<file path="src/rtl/time_setter.sv">
// Front-panel time editor: debounced buttons, calendar-aware field stepping, one-cycle load strobe.
// Latency: button edge -> event DB_CYC+2 cycles, outputs 1 cycle later; no backpressure, events act at once.
module time_setter #(
  parameter int CLK_HZ          = 100000000,
  parameter int DEBOUNCE_MS     = 20,
  parameter int REPEAT_DELAY_MS = 500,
  parameter int REPEAT_RATE_MS  = 100,
  parameter int YEAR_MIN        = 2000,
  parameter int YEAR_MAX        = 2099
) (
  input  logic        clk,
  input  logic        rst,
  input  logic        enable,
  input  logic        up,
  input  logic        down,
  input  logic        left,
  input  logic        right,
  input  logic        middle,
  input  logic [14:0] cur_year,
  input  logic [3:0]  cur_month,
  input  logic [4:0]  cur_day,
  input  logic [5:0]  cur_hour,
  input  logic [5:0]  cur_min,
  input  logic [5:0]  cur_sec,
  input  logic [3:0]  cur_week,
  output logic [14:0] year_d,
  output logic [3:0]  month_d,
  output logic [4:0]  day_d,
  output logic [5:0]  hour_d,
  output logic [5:0]  min_d,
  output logic [5:0]  sec_d,
  output logic [3:0]  week_s,
  output logic [2:0]  field,
  output logic        editing,
  output logic        load
);

  localparam int DB_CYC   = CLK_HZ / 1000 * DEBOUNCE_MS;
  localparam int RPT_DLY  = CLK_HZ / 1000 * REPEAT_DELAY_MS;
  localparam int RPT_RATE = CLK_HZ / 1000 * REPEAT_RATE_MS;
  localparam int RMAX     = (RPT_DLY > RPT_RATE) ? RPT_DLY : RPT_RATE;
  localparam int DBW      = $clog2(DB_CYC + 1);
  localparam int RW       = $clog2(RMAX + 1);
  localparam logic [14:0] Y_MIN = 15'(YEAR_MIN);
  localparam logic [14:0] Y_MAX = 15'(YEAR_MAX);

  typedef enum logic [1:0] {IDLE, CAPTURE, EDIT, COMMIT} state_t;

  function automatic logic is_leap(input logic [14:0] y);
    return (y % 15'd4 == 15'd0) && ((y % 15'd100 != 15'd0) || (y % 15'd400 == 15'd0));
  endfunction

  function automatic logic [4:0] dim(input logic [3:0] m, input logic [14:0] y);
    case (m)
      4'd2:                    return is_leap(y) ? 5'd29 : 5'd28;
      4'd4, 4'd6, 4'd9, 4'd11: return 5'd30;
      default:                 return 5'd31;
    endcase
  endfunction

  // Wrapping +/-1 within lo..hi; anything already outside the range snaps to the wrap target.
  function automatic logic [14:0] step(input logic [14:0] v, input logic [14:0] lo,
                                       input logic [14:0] hi, input logic inc);
    if (inc) return (v >= hi || v < lo) ? lo : v + 15'd1;
    return (v <= lo || v > hi) ? hi : v - 15'd1;
  endfunction

  // Bit order: 0 up, 1 down, 2 left, 3 right, 4 middle.
  logic [4:0]     raw, sync1, sync2, db, db_q, press;
  logic [DBW-1:0] db_cnt [5];
  logic [RW-1:0]  rpt_cnt [2];
  logic [1:0]     rpt_ph, fire;
  logic           ev_up, ev_dn, ev_left, ev_right, ev_mid;

  assign raw   = {middle, right, left, down, up};
  assign press = db & ~db_q;

  always_ff @(posedge clk) begin
    if (rst) begin
      sync1 <= '0;
      sync2 <= '0;
      db    <= '0;
      db_q  <= '0;
      for (int i = 0; i < 5; i++) db_cnt[i] <= '0;
    end else begin
      sync1 <= raw;
      sync2 <= sync1;
      db_q  <= db;
      for (int i = 0; i < 5; i++) begin
        if (sync2[i] != db[i]) begin
          if (db_cnt[i] == DBW'(DB_CYC - 1)) begin
            db[i]     <= ~db[i];
            db_cnt[i] <= '0;
          end else begin
            db_cnt[i] <= db_cnt[i] + DBW'(1);
          end
        end else begin
          db_cnt[i] <= '0;
        end
      end
    end
  end

  // Hold counter counts cycles since the press, then since the last repeat.
  always_comb begin
    fire = '0;
    for (int i = 0; i < 2; i++)
      fire[i] = db[i] && (rpt_ph[i] ? (rpt_cnt[i] == RW'(RPT_RATE)) : (rpt_cnt[i] == RW'(RPT_DLY)));
  end

  always_ff @(posedge clk) begin
    if (rst) begin
      rpt_ph <= '0;
      for (int i = 0; i < 2; i++) rpt_cnt[i] <= '0;
    end else begin
      for (int i = 0; i < 2; i++) begin
        if (!db[i]) begin
          rpt_cnt[i] <= '0;
          rpt_ph[i]  <= 1'b0;
        end else if (press[i]) begin
          rpt_cnt[i] <= RW'(1);
          rpt_ph[i]  <= 1'b0;
        end else if (fire[i]) begin
          rpt_cnt[i] <= RW'(1);
          rpt_ph[i]  <= 1'b1;
        end else begin
          rpt_cnt[i] <= rpt_cnt[i] + RW'(1);
        end
      end
    end
  end

  assign ev_up    = press[0] | fire[0];
  assign ev_dn    = press[1] | fire[1];
  assign ev_left  = press[2];
  assign ev_right = press[3];
  assign ev_mid   = press[4];

  logic [14:0] y_nx, cap_y;
  logic [3:0]  m_nx, w_nx, cap_m, cap_w;
  logic [4:0]  d_nx, dim_cur, dim_y, dim_m, cap_d;
  logic [5:0]  h_nx, mi_nx, s_nx, cap_h, cap_mi, cap_s;

  assign dim_cur = dim(month_d, year_d);
  assign y_nx    = step(year_d, Y_MIN, Y_MAX, ev_up);
  assign m_nx    = 4'(step(15'(month_d), 15'd1, 15'd12, ev_up));
  assign d_nx    = 5'(step(15'(day_d), 15'd1, 15'(dim_cur), ev_up));
  assign h_nx    = 6'(step(15'(hour_d), 15'd0, 15'd23, ev_up));
  assign mi_nx   = 6'(step(15'(min_d), 15'd0, 15'd59, ev_up));
  assign s_nx    = 6'(step(15'(sec_d), 15'd0, 15'd59, ev_up));
  assign w_nx    = 4'(step(15'(week_s), 15'd0, 15'd6, ev_up));
  assign dim_y   = dim(month_d, y_nx);
  assign dim_m   = dim(m_nx, year_d);

  assign cap_y  = (cur_year < Y_MIN || cur_year > Y_MAX) ? Y_MIN : cur_year;
  assign cap_m  = (cur_month == 4'd0 || cur_month > 4'd12) ? 4'd1 : cur_month;
  assign cap_d  = (cur_day == 5'd0 || cur_day > dim(cap_m, cap_y)) ? 5'd1 : cur_day;
  assign cap_h  = (cur_hour > 6'd23) ? 6'd0 : cur_hour;
  assign cap_mi = (cur_min > 6'd59) ? 6'd0 : cur_min;
  assign cap_s  = (cur_sec > 6'd59) ? 6'd0 : cur_sec;
  assign cap_w  = (cur_week > 4'd6) ? 4'd0 : cur_week;

  state_t state;
  logic   enable_q;

  always_ff @(posedge clk) begin
    if (rst) begin
      state    <= IDLE;
      enable_q <= 1'b0;
      year_d   <= Y_MIN;
      month_d  <= 4'd1;
      day_d    <= 5'd1;
      hour_d   <= '0;
      min_d    <= '0;
      sec_d    <= '0;
      week_s   <= '0;
      field    <= '0;
      editing  <= 1'b0;
      load     <= 1'b0;
    end else begin
      enable_q <= enable;
      load     <= 1'b0;
      case (state)
        IDLE: begin
          editing <= 1'b0;
          if (enable && !enable_q) state <= CAPTURE;
        end
        CAPTURE: begin
          year_d  <= cap_y;
          month_d <= cap_m;
          day_d   <= cap_d;
          hour_d  <= cap_h;
          min_d   <= cap_mi;
          sec_d   <= cap_s;
          week_s  <= cap_w;
          field   <= 3'd0;
          editing <= 1'b1;
          state   <= EDIT;
        end
        EDIT: begin
          if (!enable) begin
            editing <= 1'b0;
            state   <= IDLE;
          end else if (ev_mid) begin
            load  <= 1'b1;
            state <= COMMIT;
          end else if (ev_left) begin
            field <= (field == 3'd0) ? 3'd6 : field - 3'd1;
          end else if (ev_right) begin
            field <= (field >= 3'd6) ? 3'd0 : field + 3'd1;
          end else if (ev_up || ev_dn) begin
            case (field)
              3'd0: begin
                year_d <= y_nx;
                if (day_d > dim_y) day_d <= dim_y;
              end
              3'd1: begin
                month_d <= m_nx;
                if (day_d > dim_m) day_d <= dim_m;
              end
              3'd2:    day_d  <= d_nx;
              3'd3:    hour_d <= h_nx;
              3'd4:    min_d  <= mi_nx;
              3'd5:    sec_d  <= s_nx;
              3'd6:    week_s <= w_nx;
              default: ;
            endcase
          end
        end
        COMMIT: begin
          editing <= 1'b0;
          state   <= IDLE;
        end
        default: state <= IDLE;
      endcase
    end
  end

endmodule

</file>
<file path="config.mk">
export PLATFORM = sky130hd
export DESIGN_NAME = time_setter
export DESIGN_NICKNAME = d
export VERILOG_FILES = /design/src/rtl/time_setter.sv
export SDC_FILE = /design/constraint.sdc
export NUM_CORES = 1
export LEC_CHECK = 0
export BUFFER_PORTS_ARGS = -buffer_cell sky130_fd_sc_hd__buf_2
export CAP_MARGIN = 20
export CORE_MARGIN = 5
export CORE_UTILIZATION = 49
export CTS_BUF_LIST = sky130_fd_sc_hd__clkbuf_4
export DETAILED_ROUTE_END_ITERATION = 8
export PLACE_DENSITY = 0.69
export SYNTH_ARGS = -nofsm -noshare
export SYNTH_HDL_FRONTEND = slang
export SYNTH_SLANG_ARGS = --single-unit
</file>
<file path="constraint.sdc">
create_clock -name clk -period 6.7 [get_ports clk]
set_input_delay 2.01 -clock clk [delete_from_list [all_inputs] [get_ports clk]]
set_output_delay 2.01 -clock clk [all_outputs]
set_load 0.05 [all_outputs]
</file>
### After elaboration in Yosys (flattened, before gate mapping)

Memory sizes are Yosys's and may differ from the RTL's.
Index checks and enable logic that the tools add are counted.

* memories kept: 2
* register bits after elaboration: 76
* input bits: 54
* logic and storage cells: 461
* output and inout bits: 51
* memory bits (writable): 157

Memory list
* db_cnt: depth 5, bits a word 21, rd ports 5, clocked after Yosys merged registers in 0, write ports 5, RTL line 70 `logic [DBW-1:0] db_cnt [5];`
* rpt_cnt: depth 2, bits a word 26, rd ports 2, clocked after Yosys merged registers in 0, write ports 2, RTL line 71 `logic [RW-1:0] rpt_cnt [2];`

* $add $sub $neg: 23
* bitwise operators: 34
* equality and inequality tests: 56
* muxes and demuxes: 224
* order comparisons: 35
* div/mod/pow operators: 6
* reductions and logical operators: 59

Operator list (number)
* $mux 21: 15
* $mux 26: 8
* $mux 6: 33
* $mux 15: 11
* $add 21x1->21 const B: 5
* $eq 21x21->1 const B: 5
* $mux 1: 99
* $logic_not 15->1: 6
* $mux 4: 22
* $mux 5: 12
* $add 26x1->26 const B: 2
* $eq 26x24->1 const B: 2
* $eq 26x26->1 const B: 2
* $mod 15x7->15 const B: 3
* $mod 15x9->15 const B: 3
* $reduce_bool 15->1: 3
* $reduce_and 7->1: 6
* $pmux 6 s2: 3
* $gt 15x12->1 const B: 2
* $lt 15x11->1 const B: 2
* $pmux 15 s2: 1
* $or 1x1->1: 25
* $eq 4x3->1 const B: 6
* $eq 4x4->1 const B: 6
* 65 further kinds: 155

### Depth between registers and ports, before layout

Gate-level depths: netlist of run 1.
An unclocked memory read counts as a cell.

* depth after elaboration: 22
* gate-level depth with buffers: 32

### Worst setup path after synthesis of run 1

No wires, ideal clock.

* path type: reg-to-reg
* from: reg year_d[12]
* to: reg day_d[0]
* cell stages (with the launch flop): 31
* arrival time: 7107 ps
* setup slack: -524 ps
* clock period less this slack: 7224 ps
* setup time: 117 ps
* data required time: 6583 ps
* path buffers: 2
* path through: dfxtp_1 > buf_2 > clkbuf_1 > inv_1 > and4_4 > a221o_1 > or4_4 > a22oi_2 > a21boi_4 > nor3_2 > or4_4 > and3_4 > o2111a_1 > a2111oi_4 > nor4_2 > xnor2_1 > mux2i_1 > a21o_1 > nand2_1 > o211ai_2 > a21oi_1 > ha_1 > o21ai_0 > a21oi_1 > a211oi_1 > a21oi_1 > o211ai_1 > nor2_1 > a2111oi_0 > o311ai_1 > a22o_1

* word-level cells in the longest chain between the ends: 19

Ends and longest elaborated chain
* start, declared: RTL line 26 `output logic [14:0] year_d,`
* start signal, assigned: RTL line 189 `year_d <= cap_y;`
* start signal, assigned: RTL line 214 `year_d <= y_nx;`
* $ge 15x12->1 or $lt 15x11->1 (tied branches): RTL line 64 `if (inc) return (v >= hi || v < lo) ? lo : v + 15'd1;`
* $logic_or 1x1->1: RTL line 64
* $mux 15 (2 in a row): RTL line 64
* $mux 15: RTL line 65 `return (v <= lo || v > hi) ? hi : v - 15'd1;`
* $mod 15x7->15 or $mod 15x9->15 (tied branches): RTL line 50 `return (y % 15'd4 == 15'd0) && ((y % 15'd100 != 15'd0) || (y % 15'd400 == 15'd0));`
* $reduce_bool 15->1 or $logic_not 15->1 (tied branches): RTL line 50
* $logic_or 1x1->1: RTL line 50
* $logic_and 1x1->1: RTL line 50
* [... 2 more ...]
* $mux 5: RTL line 215 `if (day_d > dim_y) day_d <= dim_y;`
* $pmux 5 s3: RTL line 212 `case (field)`
* $mux 5: RTL line 211 `end else if (ev_up || ev_dn) begin`
* $mux 5: RTL line 209 `end else if (ev_right) begin`
* $mux 5: RTL line 207 `end else if (ev_left) begin`
* $mux 5: RTL line 204 `end else if (ev_mid) begin`
* $mux 5: RTL line 201 `if (!enable) begin`
* $pmux 5 s2: RTL line 183 `case (state)`
* end signal, assigned: RTL line 191 `day_d <= cap_d;`
* end signal, assigned: RTL line 215
* end signal, assigned: RTL line 219 `if (day_d > dim_m) day_d <= dim_m;`
* end, declared: RTL line 28 `output logic [4:0] day_d,`

Several ways; a longest one is shown, not always the timed one. The select of a mux whose other input is x is not followed.
A chain may end at the register's enable or synchronous reset.

### Worst setup path after layout of run 1

* from: reg year_d[10]
* to: reg day_d[0]

The elaborated chain is that of the path after synthesis.

==> metrics.yaml, run 1 <==
numClockSinks: 233
cp_max_fo: 6
drc: 0
ff2ff_path_depth: 29
max_slew_margin_pct: 31.86
drive_gt1_share_pct: 20.79
path_delay_family: "compound AO/OA/AOI/OAI gates"
final_util_pct: 61.28
yosysSeqAreaShare_pct: 39.75
fmax_mhz: 142.7
p_leak_nw: 7.439
endpoint_kind: "flop"
finClkSkew_ns: 0.04669
min_to: "load$_SDFF_PP0_"
wl_per_cell_um: 15.09
synth_seq_cells: 233
finalHoldViolCount: 0
place_ws_ns: -0.2522
nets: 2289
hold_start: "db_q[4]$_SDFF_PP0_"
drv_cap: 0
yosys.area_share.simple_pct: 25.53
grt_first_pass_wirelength_um: 65560
violations: "negative setup slack"
power-per-cell-area_mw_per_mm2: 317.9
synth.most_common_cell: "nor2_1"
min_period_ns: 7.007
synth_warnings: 0
r2r-start: "year_d[10]$_SDFFE_PP1P_"
status: "finished with violations"
hold_path_depth: 1
grt_max_degree: 49
wirelength_um: 39910
dp_hpwl_um: 28070
synth-xor-area-share_pct: 8.431
stdcell_area_mm2: 0.01934
r2r_end: "day_d[0]$_SDFFE_PP1P_"
cp_slowest_cell: "or4_4"
start_util_pct: 49.71
cts_root_buf: "clkbuf_4"
fillCellCount: 2801
synth_top_family_by_area: "simple AND/OR/NAND/NOR gates"
crit_type: "reg2reg"
place_congestion: 0.9182
portBuffers: 104
via_per_inst: 5.567
rsz0062_at_grt: "true"
drtAntennaViolNets: 0
grt_usage_pct: 21.67
cts_max_path_buffers: 3
core_area_mm2: 0.03156
die_w_um: 188.9
vdd_drop_max_v: 0.0002456
placed_area_mm2: 0.01778
hold_class: "reg2reg"
drtIter0Drc: 1112
synthAdderAreaFrac_pct: 3.892
die_h_um: 188.9
std_cell_rows: 65
overflow: 0
fin_ws_ns: -0.3069
cts_tree: "built"
io_pins: 105
firstDrtPassIters: 5
fin_crit_sh_pct: 104.6
crit_required_ns: 7.29
syn_to_final_growth_pct: 23.27
synthArstFlopShare_pct: 0
synth.distinct_cells: 95
antenna_found_initial: 1
rrSetupSlack_ns: -0.31
crit_buf_inv: 2
dieArea_mm2: 0.03569
avgSynthCellArea_um2: 8.647
yosys-top-cells-area: "edfxtp_1 30%, dfxtp_1 9.7%, nor2_1 6.7%"
vias: 14724
synth_common_cells: "280 x nor2_1, 157 x edfxtp_1, 149 x nand2_1"
cts_htree_levels: 3
synth_compound_area_share_pct: 17.10
whs_ns: 0.4350
synth_top_area_share_pct: 30.06
arrival_ns: 7.60
drv_slew: 0
worst_setup_path_start_kind: "flop"
placed_cells: 2489
grt_pass1_vias: 13895
ys.flop_type: "edfxtp_1"
synth_cells: 1814
setup_viol_count_final: 5
syn_area_mm2: 0.01569
clk_latency_ns: 0.73
clkTransAtPathRegs_ns: 0.06
synth_edf_count: 157
cts_buffers: 68
worst_pin_slew_ns: 1.020
synth_top_cell_by_area: "edfxtp_1"
fin_cells: 2645
final.setup.tns_ns: -0.9224
power_mw: 6.147
hold_buffers: 0
synthMuxAreaShare_pct: 1.667
slowest_delay_ns: 0.56
## layout by cell type, fill, tap and decap left out, types with 13 or more instances in the layout
| cell type | instances |
|---|---|
| nor2b_1 | 31 |
| ha_1 | 46 |
| a31oi_1 | 17 |
| or3_1 | 28 |
| dfxtp_1 | 70 |
| inv_1 | 63 |
| clkbuf_4 | 102 |
| o22ai_1 | 14 |
| a211oi_1 | 31 |
| nand4_1 | 22 |
| xor2_1 | 91 |
| nor2_1 | 273 |
| o211ai_1 | 13 |
| mux2i_1 | 13 |
| nand2_1 | 148 |
| a21oi_1 | 88 |
| xnor2_1 | 58 |
| conb_1 | 157 |
| nor3_1 | 41 |
| nor4b_1 | 19 |
| buf_4 | 120 |
| o21ai_0 | 82 |
| buf_2 | 104 |
| clkinv_1 | 17 |
| edfxtp_1 | 157 |
| and3_1 | 46 |
| nand3_1 | 94 |
## worst max path at each step
stage	from	end	cells after the start	slack [ns]
after floorplan	year_d[9]$_SDFFE_PP1P_	day_d[0]$_SDFFE_PP1P_	30	-0.05
after global placement	year_d[13]$_SDFFE_PP0P_	day_d[0]$_SDFFE_PP1P_	28	-0.12
after detailed placement	year_d[13]$_SDFFE_PP0P_	day_d[0]$_SDFFE_PP1P_	30	-0.25
after CTS	year_d[9]$_SDFFE_PP1P_	day_d[0]$_SDFFE_PP1P_	29	-0.005
after global routing	year_d[10]$_SDFFE_PP1P_	day_d[0]$_SDFFE_PP1P_	29	-0.54
final	year_d[10]$_SDFFE_PP1P_	day_d[0]$_SDFFE_PP1P_	29	-0.31
## cell type report
type | count | area [µm²] | share of cell area (%)
tap | 402 | 503.0 | 2.601
clock buffer | 102 | 765.7 | 3.960
inverter | 64 | 240.2 | 1.242
timing repair buffer | 229 | 1471 | 7.610
sequential | 233 | 6259 | 32.37
clock inverter | 23 | 140.1 | 0.7247
antenna | 1 | 2.502 | 0.01294
multi-input combinational | 1591 | 9955 | 51.48
## power breakdown
group	internal [mW]	switching [mW]	total [mW]
clock network	0.775	0.625	1.40
logic	1.27	1.64	2.91
registers	1.64	0.198	1.84
total	3.69	2.46	6.15
## registers in the layout (all words and copies together) (netlist names), 4 cells and up
name     count
day_d        5
db           5
db_cnt     105
db_q         5
hour_d       6
min_d        6
month_d      4
rpt_cnt     52
sec_d        6
sync1        5
sync2        5
week_s       4
year_d      15
## kinds of logic (layout without fill, tap and decap cells)
family          Yosys count  after routing
other cells               1            158
compound gates          398            398
mux                      24             24
flops                   233            233
buf+inv                 146            418
simple gates            812            812
fa+ha+maj                49             49
xor+xnor                151            151
## worst register-to-register path: cells and delay by family (launching register included)
family | cells | cell delay [ns]
xor+xnor | 1 | 0.31
buf+inv | 2 | 0.31
mux | 2 | 0.57
simple gates | 9 | 2.04
compound gates | 14 | 2.98
flops | 1 | 0.37
fa+ha+maj | 1 | 0.30
## routing by layer
metal	GRT usage (%)	part of all wire, %	vias up
li1	-	-	7291
met1	28.34	44	6909
met2	35.39	46	436
met3	4.867	6.5	88
met4	8.044	2.9	0
met5	0	0	-
## repair_timing
| action | CTS | global route |
|---|---|---|
| buffers inserted | 17 | 14 |
| pin swaps | 28 | 30 |
| cloned | 0 | 0 |
| resized for setup | 36 | 60 |
| setup endpoints to repair | 5 | 5 |
No activity file was read; power rests on OpenSTA's default activity.
==> run 2, diff against run 1 <==
Settings changed: CORE_ASPECT_RATIO set to 0.8.
==> run 2 against run 1 <==
  * Flip-flop and latch count stayed put
  * Final area fell by 0.88%
  * Clock power barely moved
  * Register-to-register slack better by 0.16 ns
  * Highest routed layer is now met5
  * Critical endpoint unchanged
  * Cell count rose by 0.49%
  * Power shrank 1.0%
  * Hold slack worse by 0.014 ns
  * The flow still finishes with violations (negative setup slack)
  * Utilization down 0.42 points
==> metrics.yaml, run 2 (synthesis results as in run 1) <==
status: "finished with violations"
violations: "negative setup slack"
core_area_mm2: 0.03150
crit_required_ns: 7.24
place_ws_ns: -0.3455
cts_htree_levels: 3
clk_latency_ns: 0.70
std_cell_rows: 58
placed_cells: 2525
overflow: 0
wl_per_cell_um: 15.21
io_pins: 105
setup_viol_count_final: 5
grt_usage_pct: 22.28
slowest_delay_ns: 0.57
drtAntennaViolNets: 0
finClkSkew_ns: 0.07711
endpoint_kind: "flop"
dieArea_mm2: 0.03571
mostFrequentLayoutCells: "279 x nor2_1, 157 x edfxtp_1, 157 x conb_1, 148 x nand2_1, 120 x buf_4"
clkTransAtPathRegs_ns: 0.07
drv_slew: 0
cp_max_fo: 8
nets: 2287
die_h_um: 170.0
wirelength_um: 40430
min_period_ns: 6.844
drc: 0
grt-busiest-layer: "met2"
firstDrtPassIters: 6
dp_hpwl_um: 29390
cts_buffers: 67
finalHoldViolCount: 0
cts_max_path_buffers: 3
fin_cells: 2658
internal_power_mw: 3.677
power-per-cell-area_mw_per_mm2: 317.5
regMostFlops: "db_cnt"
grt_first_pass_wirelength_um: 67190
largest_register_ff_count: 105
cts_tree: "built"
cts_root_buf: "clkbuf_4"
vdd_drop_max_v: 0.0002456
die_w_um: 210.0
rsz0062_at_grt: "true"
via_per_inst: 5.520
layout_commonest_cell: "nor2_1"
arrival_ns: 7.38
fmax_mhz: 146.1
pwr-share-seq_pct: 30.3
grt_pass1_vias: 13952
drive_gt1_share_pct: 19.54
pwr-share-comb_pct: 47.0
start_util_pct: 49.81
vias: 14672
drtIter0Drc: 1173
grt_max_degree: 42
clock_power_share_pct: 22.7
place_congestion: 0.9051
antenna_found_initial: 3
top_regs: "db_cnt: 105 flops, rpt_cnt: 52 flops, year_d: 15 flops"
met3_usage_pct: 5.031
p_leak_nw: 7.389
use_met1_pct: 31.54
worst_pin_slew_ns: 0.9590
syn_to_final_growth_pct: 22.18
portBuffers: 104
fillCellCount: 2797
cp_slowest_cell: "or4_4"
hold_class: "reg2reg"
fin_crit_sh_pct: 102.1
use_met2_pct: 33.55
numClockSinks: 233
switching_share_pct: 39.58
max_slew_margin_pct: 36.07
fin_ws_ns: -0.1439
worst_setup_path_start_kind: "flop"
switchingPower_mw: 2.409
crit_type: "reg2reg"
drv_cap: 0
-- run 2: cell count changes in the layout (fill, tap and decap cells not counted), sizes merged --
cell	delta
clkinvlp	+1
clkinv	-13
clkbuf	+7
bufinv	-1
diode	+1
-- run 2: stage by stage --
| step | setup TNS [ns] | util [%] | power [mW] | hold WS, ns | cell area, µm² |
|---|---|---|---|---|---|
| detailed placement | -1.268 | 56.99 | 4.399 | 0.4222 | 17950 |
| floorplan | -0.04644 | - | 3.582 | 0.4001 | 16360 |
| global placement | -0.7975 | 56.99 | 4.361 | 0.4199 | 17950 |
| finish | -0.4194 | 60.85 | 6.085 | 0.4212 | 19170 |
| global route | -2.011 | 60.85 | 6.499 | 0.4485 | 19170 |
| CTS | -0.05277 | 60.53 | 6.031 | 0.4253 | 19060 |
-- run 2: cell type report --
class / count / area (µm²) / share of cell area [%]
Antenna cell: 2 / 5.005 / 0.02611
Clock buffer: 110 / 825.8 / 4.309
Clock inverter: 10 / 67.56 / 0.3525
Inverter: 64 / 240.2 / 1.253
Multi-Input combinational cell: 1591 / 9771 / 50.98
Sequential cell: 233 / 6256 / 32.64
Tap cell: 420 / 525.5 / 2.742
Timing Repair Buffer: 228 / 1475 / 7.697
-- run 2: layer usage --
metal / up-vias / share of wire (%)
met3: 93 / 6.8
met4: 2 / 3.2
met1: 6773 / 47
li1: 7292 / -
met5: - / 0.035
met2: 512 / 43
-- run 2: path summary, 6_finish.rpt --
kind	from	to	slack [ns]	depth (start not counted)
setup / recovery	year_d[11]$_SDFFE_PP0P_	day_d[0]$_SDFFE_PP1P_	-0.14	30
hold / removal	db_q[4]$_SDFF_PP0_	load$_SDFF_PP0_	0.42	1
setup reg to reg	year_d[11]$_SDFFE_PP0P_	day_d[0]$_SDFFE_PP1P_	-0.14	30
hold reg to reg	db_q[4]$_SDFF_PP0_	load$_SDFF_PP0_	0.42	1
-- run 2: critical path: cells and delay by family (launching register included) --
family	cells	cell delay [ns]
fa+ha+maj	1	0.28
buf+inv	2	0.28
simple gates	13	3.12
mux	1	0.14
flops	1	0.36
compound gates	13	2.49
-- run 2: repair_timing --
action                     4_1_cts  5_1_grt
hold buffers                     0        0
gates resized for setup         28       24
setup buffers                    9        2
setup endpoints to repair        5        5
pin swaps                       37        9
gates cloned                     0        0
-- run 2: power groups by stage --
stage,clock [mW],combinational (mW),sequential [mW]
3_5_place_dp,0,2.53,1.87
3_3_place_gp,0,2.50,1.86
5_1_grt,1.52,3.11,1.87
2_1_floorplan,0,1.61,1.98
4_1_cts,1.43,2.76,1.84
6_report,1.38,2.86,1.85
